<file path="src/rtl/mpu6050_sampler.sv">
// mpu6050_sampler: drives the I2C register-interface bus to wake the MPU-6050
// once after reset, then read accel (and optionally gyro) bytes and assemble
// them into signed 16-bit big-endian axis values with a one-cycle valid strobe.
// Optional feature: define MPU_GYRO_READ_EN to also read gyro X/Y/Z (8'h43..8'h48).
module mpu6050_sampler #(
  parameter logic [6:0]  SLAVE_ADDR  = 7'h68,
  parameter int unsigned WAIT_CYCLES = 2000
) (
  input  logic        clk,
  input  logic        rst,
  input  logic        start,
  output logic        busy,
  output logic        sample_valid,
  output logic [15:0] ax,
  output logic [15:0] ay,
  output logic [15:0] az,
  output logic [15:0] gx,
  output logic [15:0] gy,
  output logic [15:0] gz,
  output logic [2:0]  reg_address,
  output logic [7:0]  reg_write_data,
  output logic        reg_we,
  output logic        reg_re,
  input  logic [7:0]  reg_read_data
);

`ifdef MPU_GYRO_READ_EN
  localparam int unsigned NUM_BYTES = 12;
`else
  localparam int unsigned NUM_BYTES = 6;
`endif
  localparam int unsigned IDX_W = 4;
  localparam int unsigned CNT_W = (WAIT_CYCLES > 1) ? $clog2(WAIT_CYCLES) : 1;
  localparam logic [IDX_W-1:0] LAST_IDX = IDX_W'(NUM_BYTES);

  localparam logic [2:0] REG_ENABLE   = 3'd0;
  localparam logic [2:0] REG_SLAVE    = 3'd1;
  localparam logic [2:0] REG_RW       = 3'd2;
  localparam logic [2:0] REG_REGADDR  = 3'd3;
  localparam logic [2:0] REG_DATA_IN  = 3'd4;
  localparam logic [2:0] REG_DATA_OUT = 3'd5;

  typedef enum logic [3:0] {
    S_IDLE, S_LD_SA, S_LD_RW, S_LD_RA, S_LD_DI, S_EN_SET,
    S_WAIT, S_EN_CLR, S_RD_REQ, S_RD_CAP, S_NEXT, S_DONE
  } state_t;

  state_t state, state_next;

  // idx 0 is the PWR_MGMT_1 wake write; idx 1..NUM_BYTES are byte reads
  logic [IDX_W-1:0]            idx;
  logic [CNT_W-1:0]            cnt;
  logic                        woken;
  logic [NUM_BYTES-1:0][7:0]   byte_q;
  logic                        is_read;
  logic [7:0]                  reg_ra;

  logic        busy_d, valid_d, we_d, re_d;
  logic [2:0]  addr_d;
  logic [7:0]  wdata_d;

  // Register address and direction of the current transaction
  always_comb begin
    is_read = (idx != '0);
    if (idx == '0)
      reg_ra = 8'h6B;
    else if (idx <= IDX_W'(6))
      reg_ra = 8'h3A + 8'(idx);
    else
      reg_ra = 8'h3C + 8'(idx);
  end

  // State register
  always_ff @(posedge clk or negedge rst) begin
    if (!rst) state <= S_IDLE;
    else      state <= state_next;
  end

  // Next-state logic
  always_comb begin
    state_next = state;
    case (state)
      S_IDLE:   if (start) state_next = S_LD_SA;
      S_LD_SA:  state_next = S_LD_RW;
      S_LD_RW:  state_next = S_LD_RA;
      S_LD_RA:  state_next = S_LD_DI;
      S_LD_DI:  state_next = S_EN_SET;
      S_EN_SET: state_next = (WAIT_CYCLES > 1) ? S_WAIT : S_EN_CLR;
      S_WAIT:   if (cnt == CNT_W'(1)) state_next = S_EN_CLR;
      S_EN_CLR: state_next = is_read ? S_RD_REQ : S_NEXT;
      S_RD_REQ: state_next = S_RD_CAP;
      S_RD_CAP: state_next = S_NEXT;
      S_NEXT:   state_next = (idx == LAST_IDX) ? S_DONE : S_LD_SA;
      S_DONE:   state_next = S_IDLE;
      default:  state_next = S_IDLE;
    endcase
  end

  // Output decode from the upcoming state so registered outputs align with it
  always_comb begin
    busy_d  = (state_next != S_IDLE);
    valid_d = (state_next == S_DONE);
    we_d    = 1'b0;
    re_d    = 1'b0;
    addr_d  = '0;
    wdata_d = '0;
    case (state_next)
      S_LD_SA:  begin we_d = 1'b1; addr_d = REG_SLAVE;    wdata_d = {1'b0, SLAVE_ADDR}; end
      S_LD_RW:  begin we_d = 1'b1; addr_d = REG_RW;       wdata_d = {7'd0, is_read}; end
      S_LD_RA:  begin we_d = 1'b1; addr_d = REG_REGADDR;  wdata_d = reg_ra; end
      S_LD_DI:  begin we_d = 1'b1; addr_d = REG_DATA_IN;  wdata_d = 8'h00; end
      S_EN_SET: begin we_d = 1'b1; addr_d = REG_ENABLE;   wdata_d = 8'h01; end
      S_EN_CLR: begin we_d = 1'b1; addr_d = REG_ENABLE;   wdata_d = 8'h00; end
      S_RD_REQ: begin re_d = 1'b1; addr_d = REG_DATA_OUT; end
      default: ;
    endcase
  end

  // Registered bus and status outputs
  always_ff @(posedge clk or negedge rst) begin
    if (!rst) begin
      busy           <= 1'b0;
      sample_valid   <= 1'b0;
      reg_we         <= 1'b0;
      reg_re         <= 1'b0;
      reg_address    <= '0;
      reg_write_data <= '0;
    end else begin
      busy           <= busy_d;
      sample_valid   <= valid_d;
      reg_we         <= we_d;
      reg_re         <= re_d;
      reg_address    <= addr_d;
      reg_write_data <= wdata_d;
    end
  end

  // Transaction index, wait counter, wake flag and byte capture
  always_ff @(posedge clk or negedge rst) begin
    if (!rst) begin
      idx    <= '0;
      cnt    <= '0;
      woken  <= 1'b0;
      byte_q <= '0;
    end else begin
      case (state)
        S_IDLE:   if (start) idx <= woken ? IDX_W'(1) : '0;
        S_EN_SET: cnt <= CNT_W'(WAIT_CYCLES - 1);
        S_WAIT:   cnt <= cnt - CNT_W'(1);
        S_RD_CAP: begin
          for (int i = 0; i < NUM_BYTES; i++)
            if (idx == IDX_W'(i + 1)) byte_q[i] <= reg_read_data;
        end
        S_NEXT: begin
          idx <= idx + IDX_W'(1);
          if (idx == '0) woken <= 1'b1;
        end
        default: ;
      endcase
    end
  end

  // Axis assembly, first byte is the high byte
  always_ff @(posedge clk or negedge rst) begin
    if (!rst) begin
      ax <= '0;
      ay <= '0;
      az <= '0;
`ifdef MPU_GYRO_READ_EN
      gx <= '0;
      gy <= '0;
      gz <= '0;
`endif
    end else if (state_next == S_DONE) begin
      ax <= {byte_q[0], byte_q[1]};
      ay <= {byte_q[2], byte_q[3]};
      az <= {byte_q[4], byte_q[5]};
`ifdef MPU_GYRO_READ_EN
      gx <= {byte_q[6],  byte_q[7]};
      gy <= {byte_q[8],  byte_q[9]};
      gz <= {byte_q[10], byte_q[11]};
`endif
    end
  end

`ifndef MPU_GYRO_READ_EN
  assign gx = 16'h0000;
  assign gy = 16'h0000;
  assign gz = 16'h0000;
`endif

endmodule

</file>
<file path="config.mk">
export PLATFORM = sky130hd
export DESIGN_NAME = mpu6050_sampler
export DESIGN_NICKNAME = d
export VERILOG_FILES = /design/src/rtl/mpu6050_sampler.sv
export SDC_FILE = /design/constraint.sdc
export NUM_CORES = 1
export LEC_CHECK = 0
export ABC_CLOCK_PERIOD_IN_PS = 2150
export CAP_MARGIN = 20
export CORE_UTILIZATION = 29
export CTS_BUF_LIST = sky130_fd_sc_hd__clkbuf_16
export CTS_CLUSTER_DIAMETER = 60
export DETAILED_ROUTE_END_ITERATION = 7
export PLACE_DENSITY = 0.58
export RECOVER_POWER = 100
export SYNTH_ARGS = -nofsm -noshare
export SYNTH_HDL_FRONTEND = slang
export SYNTH_SLANG_ARGS = --single-unit
</file>
<file path="constraint.sdc">
create_clock -name clk -period 2.15 [get_ports clk]
set_clock_uncertainty 0.05 [all_clocks]
set_input_delay 0.43 -clock clk [delete_from_list [all_inputs] [get_ports clk]]
set_output_delay 0.43 -clock clk [all_outputs]
set_load 0.02 [all_outputs]
</file>
==> run_results.csv <==
group,metric,value,unit
cts,cts.path.max_buffers,2,
global_route,grt_pass1_wl,19.18,mm
worst_hold_path,hold_path_class,"reg -> reg",
critical_path,rrSetupSlack,120,ps
timing,fmax,493.1,MHz
floorplanning,rows,51,
place,io_buffers,72,
status,outcome,"completed",
cts,cts.clk_slew.worst_paths,60,ps
finish,drive_gt1_share,25.59,%
job,maxCapViolations,0,
yosys,synth_edf_count,0,
pwr,power.density,1098,nW/µm²
finish,fill_cells,1935,
finish,nets,560,
yosys,synth_top_flop_cell,"dfrtp_1",
place,finalWeightedCongestion,0.8739,
floorplanning,initial_core_util,29.80,%
floorplanning,core_area,19650,µm²
worst_hold_path,holdPathStages,1,
cts,clkLatencyLatePin,410,ps
critical_path,worst_path_max_delay_cell,"dfrtp_1",
yosys,synthSimpleGateAreaFrac,7.520,%
yosys,yosysWarnings,0,
critical_path,end_kind,"flip-flop",
timing,finalHoldViolations,0,
routing,vias,3483,
finish,syn2layout_area_growth,25.06,%
timing,worst_slew_pin_slew,1387,ps
yosys,avgSynthCellArea,13.02,µm²
critical_path,crit_arrival,2270,ps
critical_path,crit_required,2390,ps
cts,cts_setup_buffers,0,
critical_path,cp_max_fo,14,
timing,finalCritPeriodShare,94.33,%
cts,cts_tree,"built",
critical_path,worst_path_largest_cell_delay,440,ps
cts,htree_levels,4,
cts,cts_made_buffers,17,
yosys,muxShareOfSynthArea,19.91,%
pwr,total_leakage_power,0.003464,µW
global_route,grt_overflow,0,
timing,grt_setup_unrepaired,"no",
floorplanning,die_area,20770,µm²
floorplanning,ioPinCount,122,
finish,final_common_cell,"dfrtp_1",
timing,setup_viol,0,
pwr,ir_drop,400.9,µV
cts,root_buffer,"clkbuf_16",
global_route,antenna_found_initial,0,
yosys,ys_async_sr_fraction,100.0,%
finish,diodes,0,
critical_path,r2r-start,"idx[0]",
critical_path,crit_type,"reg -> reg",
global_route,grt_pass1_vias,3584,
routing,drcViolationCount,0,
global_route,grt_use_total,12.30,%
yosys,ys_seq_elements,130,
floorplanning,die_h,144.1,µm
finish,post-route-util,37.27,%
yosys,synth_top_family_by_area,"multiplexers",
global_route,grt_max_degree,54,
critical_path,worst_r2r_endpoint,"az[6]",
yosys,synth_compound_area_share,4.251,%
timing,relSlewSlack,7.534,%
critical_path,r2r_cells,6,
timing,maxSlewViolCount,0,
worst_hold_path,hold_end,"woken",
cts,clock-sinks,130,
floorplanning,die_x,144.1,µm
routing,drtIter0Drc,210,
critical_path,setup.worst_path.start_class,"flip-flop",
routing,via_per_inst,4.268,
routing,antenna_left,0,
routing,wl_per_cell,14.71,µm
routing,firstDrtPassIters,4,
worst_hold_path,hold_start,"woken",
yosys,synthCells,450,
timing,min_period,2028,ps
critical_path,path_cells,"inv_1 -> ha_1 -> and2_1 -> and4_4 -> buf_12 -> mux2_2",
finish,layout_common_cells,"130 x dfrtp_1, 86 x mux2_2, 63 x dlygate4sd3_1",
timing,fin_setup_tns,0,ps
routing,routed_wl,12.00,mm
yosys,ys_types,47,
yosys,ys_seq_area_share,55.54,%
yosys,synth-xor-area-share,1.346,%
yosys,synth_adder_area_share,2.350,%
place,dp.final_hpwl,8.518,mm
yosys,synth_area,5857,µm²
==> layout make-up <==
class / count / area, µm² / area share, %
tap: 265 / 331.6 / 4.527
timing repair buffer: 86 / 879.6 / 12.01
clock inverter: 15 / 180.2 / 2.460
inverter: 9 / 33.78 / 0.4612
clock buffer: 17 / 425.4 / 5.808
multi-input combinational: 294 / 2221 / 30.32
sequential: 130 / 3253 / 44.41
==> through the flow <==
stage / instance area (µm²) / setup WS, ps / std cells / hold WS, ps / power, µW
after CTS: 7372 / 107.8 / 816 / 433.5 / 8201
after global routing: 7325 / 12.65 / 816 / 438.4 / 8503
after global placement: 6756 / 170.2 / 783 / 367.4 / 5163
final: 7325 / 121.9 / 816 / 426.9 / 8039
after floorplan: 6037 / 168.8 / 498 / 84.41 / 4661
after detailed placement: 6756 / 120.3 / 783 / 381.8 / 5224
==> synth_stat cells (all sizes together) (6+ instances only) <==
cell type  count  area (µm²)
dfrtp        130        3253
mux2          97        1126
buf           62       483.0
nand2         23       101.4
nor2          20       77.58
o21ai         14       70.06
a21oi         11       55.05
ha            11       137.6
inv            9       33.78
nand3          8       40.04
nor3           7       35.03
nor2b          6       45.04
==> routing by layer <==
layer | wire, µm | global-route usage, % | vias to the layer above
met4 | 199 | 5.599 | 0
met1 | 5221 | 15.31 | 1741
met5 | 0 | 0 | -
met2 | 5820 | 19.48 | 96
met3 | 759 | 3.808 | 15
li1 | - | - | 1631
==> what timing repair did <==
| item | CTS | global route |
|---|---|---|
| endpoints found under the setup margin | 0 | 11 |
| endpoints found under the hold margin | 50 | 0 |
| gates resized for setup | 0 | 1 |
| hold buffers | 1 | 0 |
==> worst max-delay path by stage <==
stage          endpoint   start  slack [ps]  depth (start not counted)
3_3_place_gp     ay[10]  idx[3]         170                          6
5_1_grt          ax[12]  idx[0]          10                          6
6_report          az[6]  idx[0]         120                          6
3_5_place_dp     ay[10]  idx[0]         120                          6
4_1_cts          ay[10]  idx[0]         110                          6
2_1_floorplan    ax[14]  idx[0]         170                          8
==> state kept, by name, summed over array words and instances, names as in the netlist <==
signal / count
cnt: 11
idx: 4
reg_write_data: 7
reg_we: 1
woken: 1
busy: 1
byte_q: 48
reg_address: 3
ax: 16
reg_re: 1
az: 16
ay: 16
sample_valid: 1
state: 4
==> where the power goes <==
group | leakage, µW | internal, µW | switching (µW)
combinational | 0.00152 | 801 | 1130
sequential | 0.00164 | 2880 | 308
clock | 0.000296 | 1830 | 1090
==> logic make-up (layout without fill, tap and decap cells) <==
group           after synthesis  count (layout)
compound gates               40              40
xor+xnor                      9               9
fa+ha+maj                    11              11
buf+inv                      74             127
flops                       130             130
mux                         101             101
other cells                   1              49
simple gates                 84              84
==> critical path, delay by kind of cell, from the launching register on <==
family / cells / cell delay (ps)
and+or+nand+nor: 2 / 520
DFF: 1 / 440
muxes: 1 / 350
buffers and inverters: 2 / 360
adders and majority gates: 1 / 190
(Power assumes the default switching activity.)
